`src/rtl/objects_mux_pkg.sv`:
```
// Shared constants and helpers for the layered objects priority mux.
package objects_mux_pkg;

  localparam int DEF_COLOR_W = 8;
  localparam logic [DEF_COLOR_W-1:0] DEF_TRANSPARENT_RGB = 8'hFF;
  localparam logic [DEF_COLOR_W-1:0] BLACK_RGB = 8'h00;

  // Largest supported layer count; rgb_slice works on a bus padded to this size.
  localparam int MAX_LAYERS = 16;

  // Returns colour slice idx of a packed colour bus (layer i at [i*W +: W]).
  function automatic logic [DEF_COLOR_W-1:0] rgb_slice(
    input logic [MAX_LAYERS*DEF_COLOR_W-1:0] packed_rgb,
    input int unsigned                       idx
  );
    return packed_rgb[idx*DEF_COLOR_W +: DEF_COLOR_W];
  endfunction

endpackage

```
`src/rtl/layer_priority_encoder.sv`:
```
// Finds the lowest-numbered active layer (index 0 is highest priority).
module layer_priority_encoder #(
  parameter int N_LAYERS = 8,
  parameter int IDX_W    = $clog2(N_LAYERS)
) (
  input  logic [N_LAYERS-1:0] active,
  output logic [IDX_W-1:0]    idx,
  output logic                hit
);

  // Scan from the top down so the lowest active index is the last one written.
  always_comb begin
    idx = '0;
    hit = |active;
    for (int i = N_LAYERS - 1; i >= 0; i--) begin
      if (active[i]) idx = IDX_W'(i);
    end
  end

endmodule

```
`src/rtl/layered_objects_mux.sv`:
```
// Layered priority mux with transparency keying, background colour,
// a 2-stage pipeline and per-frame layer overlap flags.
//
// Handshake: pixel_valid_in qualifies the inputs of the current cycle and
// pixel_valid_out qualifies rgb_out/winner_* exactly two cycles later. There
// is no ready/back-pressure; one pixel is accepted every cycle.
module layered_objects_mux
  import objects_mux_pkg::*;
#(
  parameter int                 N_LAYERS        = 8,
  parameter int                 COLOR_W         = DEF_COLOR_W,
  parameter logic [COLOR_W-1:0] TRANSPARENT_RGB = COLOR_W'(DEF_TRANSPARENT_RGB),
  parameter int                 IDX_W           = $clog2(N_LAYERS)
) (
  input  logic                        clk,
  input  logic                        reset,
  input  logic                        pixel_valid_in,
  input  logic                        start_of_frame,
  input  logic [N_LAYERS-1:0]         draw_req,
  input  logic [N_LAYERS*COLOR_W-1:0] rgb_in,
  input  logic [N_LAYERS-1:0]         layer_en,
  input  logic [COLOR_W-1:0]          bg_rgb,
  output logic [COLOR_W-1:0]          rgb_out,
  output logic                        pixel_valid_out,
  output logic [IDX_W-1:0]            winner_idx,
  output logic                        winner_hit,
  output logic [N_LAYERS-1:0]         collision_flags,
  output logic                        frame_done
);

  logic [N_LAYERS-1:0]         active_d;
  logic [1:0]                  pop_sat;
  logic                        multi_d;

  logic [N_LAYERS-1:0]         act_q;
  logic [N_LAYERS*COLOR_W-1:0] rgb_q;
  logic [COLOR_W-1:0]          bg_q;
  logic                        vld_q;
  logic                        sof_q;
  logic                        multi_q;

  logic [IDX_W-1:0]            enc_idx;
  logic                        enc_hit;
  logic [COLOR_W-1:0]          sel_rgb;
  logic [N_LAYERS-1:0]         acc;

  // Layer activity and a popcount that saturates at 2 (only "two or more" matters).
  always_comb begin
    active_d = '0;
    pop_sat  = 2'd0;
    for (int i = 0; i < N_LAYERS; i++) begin
      active_d[i] = draw_req[i] & layer_en[i] &
                    (rgb_in[i*COLOR_W +: COLOR_W] != TRANSPARENT_RGB);
      if (active_d[i] && (pop_sat != 2'd2)) pop_sat = pop_sat + 2'd1;
    end
    multi_d = (pop_sat == 2'd2);
  end

  // Stage 1: capture the pixel and its precomputed activity.
  always_ff @(posedge clk or posedge reset) begin
    if (reset) begin
      act_q   <= '0;
      rgb_q   <= '0;
      bg_q    <= '0;
      vld_q   <= 1'b0;
      sof_q   <= 1'b0;
      multi_q <= 1'b0;
    end else begin
      act_q   <= active_d;
      rgb_q   <= rgb_in;
      bg_q    <= bg_rgb;
      vld_q   <= pixel_valid_in;
      sof_q   <= start_of_frame;
      multi_q <= multi_d;
    end
  end

  layer_priority_encoder #(
    .N_LAYERS (N_LAYERS),
    .IDX_W    (IDX_W)
  ) u_enc (
    .active (act_q),
    .idx    (enc_idx),
    .hit    (enc_hit)
  );

  // Colour of the winning layer; the package helper covers the default width.
  if (COLOR_W == DEF_COLOR_W) begin : g_pkg_slice
    logic [MAX_LAYERS*DEF_COLOR_W-1:0] rgb_wide;
    // Pad the layer bus to the helper's fixed size.
    always_comb begin
      rgb_wide = '0;
      rgb_wide[N_LAYERS*COLOR_W-1:0] = rgb_q;
    end
    assign sel_rgb = rgb_slice(rgb_wide, 32'(enc_idx));
  end else begin : g_direct_slice
    assign sel_rgb = rgb_q[enc_idx*COLOR_W +: COLOR_W];
  end

  // Stage 2: output colour/winner and the per-frame overlap accumulator.
  always_ff @(posedge clk or posedge reset) begin
    if (reset) begin
      rgb_out         <= COLOR_W'(BLACK_RGB);
      pixel_valid_out <= 1'b0;
      winner_idx      <= '0;
      winner_hit      <= 1'b0;
      acc             <= '0;
      collision_flags <= '0;
      frame_done      <= 1'b0;
    end else begin
      rgb_out         <= enc_hit ? sel_rgb : bg_q;
      pixel_valid_out <= vld_q;
      winner_idx      <= enc_hit ? enc_idx : '0;
      winner_hit      <= enc_hit;
      if (sof_q) begin
        // Publish the previous frame; the start pixel seeds the new frame.
        collision_flags <= acc;
        frame_done      <= 1'b1;
        acc             <= (vld_q & multi_q) ? act_q : '0;
      end else begin
        frame_done <= 1'b0;
        if (vld_q & multi_q) acc <= acc | act_q;
      end
    end
  end

endmodule

```
`config.mk`:
```
export PLATFORM = sky130hd
export DESIGN_NAME = layered_objects_mux
export DESIGN_NICKNAME = d
export VERILOG_FILES = /design/src/rtl/objects_mux_pkg.sv /design/src/rtl/layer_priority_encoder.sv /design/src/rtl/layered_objects_mux.sv
export SDC_FILE = /design/constraint.sdc
export NUM_CORES = 1
export LEC_CHECK = 0
export CORE_UTILIZATION = 49
export CTS_BUF_LIST = sky130_fd_sc_hd__clkbuf_4 sky130_fd_sc_hd__clkbuf_8 sky130_fd_sc_hd__clkbuf_16
export CTS_CLUSTER_SIZE = 24
export DETAILED_ROUTE_END_ITERATION = 10
export GPL_TIMING_DRIVEN = 0
export HOLD_SLACK_MARGIN = 0.12
export PLACE_DENSITY = 0.79
export SLEW_MARGIN = 20
export SYNTH_ARGS = -nofsm -noshare
export SYNTH_HDL_FRONTEND = slang
export SYNTH_SLANG_ARGS = --single-unit
export TNS_END_PERCENT = 10
```
`constraint.sdc`:
```
create_clock -name clk -period 4.38 [get_ports clk]
set_input_delay 0.657 -clock clk [delete_from_list [all_inputs] [get_ports clk]]
set_output_delay 0.657 -clock clk [all_outputs]
set_load 0.1 [all_outputs]
```
==> qor.txt <==
Synth Flop Type - dfrtp_1
RSZ-0062 raised after global routing - no
Drt wl/cell - 19.4 microns
Mapped Avg Cell Area - 13.3 sq um
Relative slew margins - 0.340
Htree depth - 4
Detailed router's first-iteration violation count - 210
Num ports - 114
Switching share of power - 0.291
Min cycle time layout - 4.16 ns
Final Hold Fails - 0
DRT Wirelength - 11,800 microns
Min-delay worst type - input port to flop
Final setup fails - 0
Placed Instances - 563
CTS Sinks - 113
Die Area - 0.00965 sq mm
Switching power - 0.000925 W
Worst Setup End Kind - flop
Hold Startpoint - rgb_in[12]
Post-DRT Antenna Nets - 0
Syn_nets - 438
Critical path origin - rgb_in[36]
Clk slew on worst S/H paths - 0.06 ns
Core area - 0.00885 sq mm
Hold Path Stages - 1
Peak fanout along the critical path - 6
Status - complete, no violations
Grt total ovfl - 0
Post-synth EDFFs - 0
FFs w/ async S/R, synth - 1.00
Worst-Margin Slew - 0.987 ns
CP arrival - 4.60 ns
Critical Path Source Type - input port
Setup Skew - 0.00675 ns
Synth Instances - 341
Clk buf depth - 2
Seq pwr share - 0.360
Global-route wire length before repair - 18,400 microns
DRT Pass-1 Iters - 7
Final cell count without fillers - 608
R2R depth - 7
Die H - 98.3 microns
Via-to-Cell Ratio - 5.54
Number of port buffers - 113
Worst endpoint required time - 4.82 ns
Vias in the first global route - 3,532
Number of synthesis warnings - 0
Library cells used by synthesis - 49
Hpwl dp - 8070 microns
Root buffer cell - clkbuf_8
ANT cells - 0
Int Pwr - 0.00226 W
Total number of vias - 3,369
Placer Congestion - 0.904
Cell Rows - 34
Critical path type - input port to flop
FF-to-FF Start - act_q[0]$_DFF_PP0_
Num CTS Buffers - 17
Worst VDD drop - 0.330 mV
Max-capacitance violation count - 0
Total GRT Usage - 0.257
WHS - 0.289 ns
Area delta synth->final - 46.7%
Starting density of the core - 0.513
Nets - 584
Final count of pins violating max slew - 0
Fraction of layout cells with a size suffix above 1 - 0.210
CTS tree - yes
Clk pwr share - 0.435
Sequential fraction of the synthesis area - 0.623
Synthesized cell area - 0.00454 sq mm
Comb power frac - 0.205
Count of state elements after synthesis - 113
Core Util, Final - 0.753
Period Utilization, post-route - 0.949
Die W - 98.3 microns
Antenna violations before repair - 0
DRC Markers - 0
Worst skew pair latency - 0.52 ns
PD cells - 478 mW/mm^2
Fmax - 241 MHz
Largest net degree at the start of global routing - 70
Lkg Pwr - 3.11 nW
## sequential cells by signal, summed over array words and instances, names as in the netlist
register         flops
rgb_q               64
acc                  8
act_q                8
bg_q                 8
collision_flags      8
rgb_out              8
winner_idx           3
frame_done           1
multi_q              1
pixel_valid_out      1
sof_q                1
vld_q                1
winner_hit           1
## logic make-up after synthesis
family,count (synthesis),share of synthesized area
AO/OA/AOI/OAI,81,0.144
XOR/XNOR,1,0.00496
adder cells (fa/ha/maj),5,0.0138
buffers and inverters,45,0.0458
flip-flops,113,0.623
multiplexers,41,0.0951
AND/OR/NAND/NOR,55,0.0733
## per-layer routing
metal  vias to the layer above  track usage  share of wire
li1                       1531            -              -
met1                      1704        0.308           0.40
met2                       122        0.456           0.54
met3                        12       0.0565          0.051
met4                         0       0.0941          0.013
met5                         -            0              0
## critical path, cell delays in order
cell and delay, ns:
clkdlybuf4s50_1 0.54, nand4_1 0.22, o211ai_4 0.33, inv_2 0.11
nor2_4 0.14, o211ai_1 0.20, nand3_2 0.13, inv_2 0.03
ha_1 0.18, inv_1 0.07, nand2_1 0.09, and4_4 0.22
or2_2 0.28, ha_2 0.19, nor2_4 0.12, mux2_4 0.31
ha_1 0.27, or3_4 0.37, o211ai_2 0.13
## power by group through the flow
stage	registers (W)	clock network [W]	logic, W
2_1_floorplan	0.00134	0	0.000213
3_3_place_gp	0.00116	0	0.000594
3_5_place_dp	0.00116	0	0.000608
4_1_cts	0.00115	0.00140	0.000636
5_1_grt	0.00115	0.00145	0.000684
6_report	0.00115	0.00139	0.000651
## stage by stage
step | TNS [ns] | setup WS, ns | total power (W) | cell area (sq um)
global route | 0 | 0.0332 | 0.00329 | 6660
CTS | 0 | 0.00103 | 0.00318 | 6550
global placement | -61.96 | -0.862 | 0.00175 | 5810
finish | 0 | 0.223 | 0.00318 | 6660
floorplan | 0 | 0.00657 | 0.00156 | 4540
detailed placement | -0.929 | -0.929 | 0.00177 | 5840
## final timing paths
check	to	slack, ns
worst min register to register	pixel_valid_out$_DFF_PP0_	0.37
worst min-delay path	rgb_q[12]$_DFF_PP0_	0.29
worst max register to register	rgb_out[5]$_DFF_PP0_	2.08
max in group asynchronous	rgb_q[21]$_DFF_PP0_	3.21
min in group asynchronous	rgb_q[56]$_DFF_PP0_	0.53
worst max-delay path	multi_q$_DFF_PP0_	0.22
## what timing repair did
action,4_1_cts,5_1_grt
gates resized for setup,7,27
hold buffers,0,0
endpoints found under the setup margin,1,1
setup buffers,9,4
pin swaps,9,9
hold endpoints to repair,0,0
## area by class of cell
type / count / area, sq um
buffer: 11 / 75.1
clock buffer: 18 / 428
clock inverter: 14 / 181
fill: 547 / 2190
inverter: 34 / 138
multi-input combinational: 183 / 1580
sequential: 113 / 2830
tap: 108 / 135
timing repair buffer: 127 / 1300
## synth_stat cells, types with 2 or more instances
| master | count | area share |
|---|---|---|
| nand3_1 | 3 | 0.0033 |
| nand4_1 | 12 | 0.017 |
| ha_1 | 5 | 0.014 |
| dfrtp_1 | 113 | 0.62 |
| inv_2 | 3 | 0.0025 |
| mux2i_1 | 24 | 0.053 |
| o211a_1 | 2 | 0.0044 |
| o211ai_1 | 7 | 0.012 |
| inv_1 | 28 | 0.023 |
| mux2_2 | 17 | 0.042 |
| and2_1 | 2 | 0.0028 |
| nor2_1 | 8 | 0.0066 |
| a22oi_1 | 8 | 0.013 |
| inv_4 | 2 | 0.0028 |
| clkbuf_1 | 7 | 0.0058 |
| nand2_1 | 12 | 0.0099 |
| nor3_1 | 3 | 0.0033 |
| and3_1 | 2 | 0.0028 |
| nand4_2 | 4 | 0.011 |
| a211o_1 | 8 | 0.015 |
| o211ai_4 | 3 | 0.014 |
| a21oi_1 | 10 | 0.011 |
| o211ai_2 | 3 | 0.0083 |
| buf_8 | 2 | 0.0066 |
| a211oi_1 | 17 | 0.028 |
| nand2b_1 | 2 | 0.0028 |
| o21ai_0 | 12 | 0.013 |
## placed cells by master (no fill, tap or decap), types with 3 or more instances in the layout
master             n
nand2_1           12
clkdlybuf4s50_1   97
a211oi_1          17
bufinv_16          3
o211ai_1           7
dlymetal6s2s_1    16
nand4_2            4
clkinv_4           5
a21oi_1           10
clkbuf_16         16
o21ai_0           10
o211ai_4           4
clkinvlp_4         4
a211o_1            8
ha_1               3
nor3_1             3
mux2_2            16
inv_2              5
inv_6              3
inv_1             25
mux2i_1           24
nor2_1             7
nand4_1           12
a22oi_1            8
buf_4             14
dfrtp_1          113
clkbuf_1           7
No activity file was read; power rests on OpenSTA's default activity.
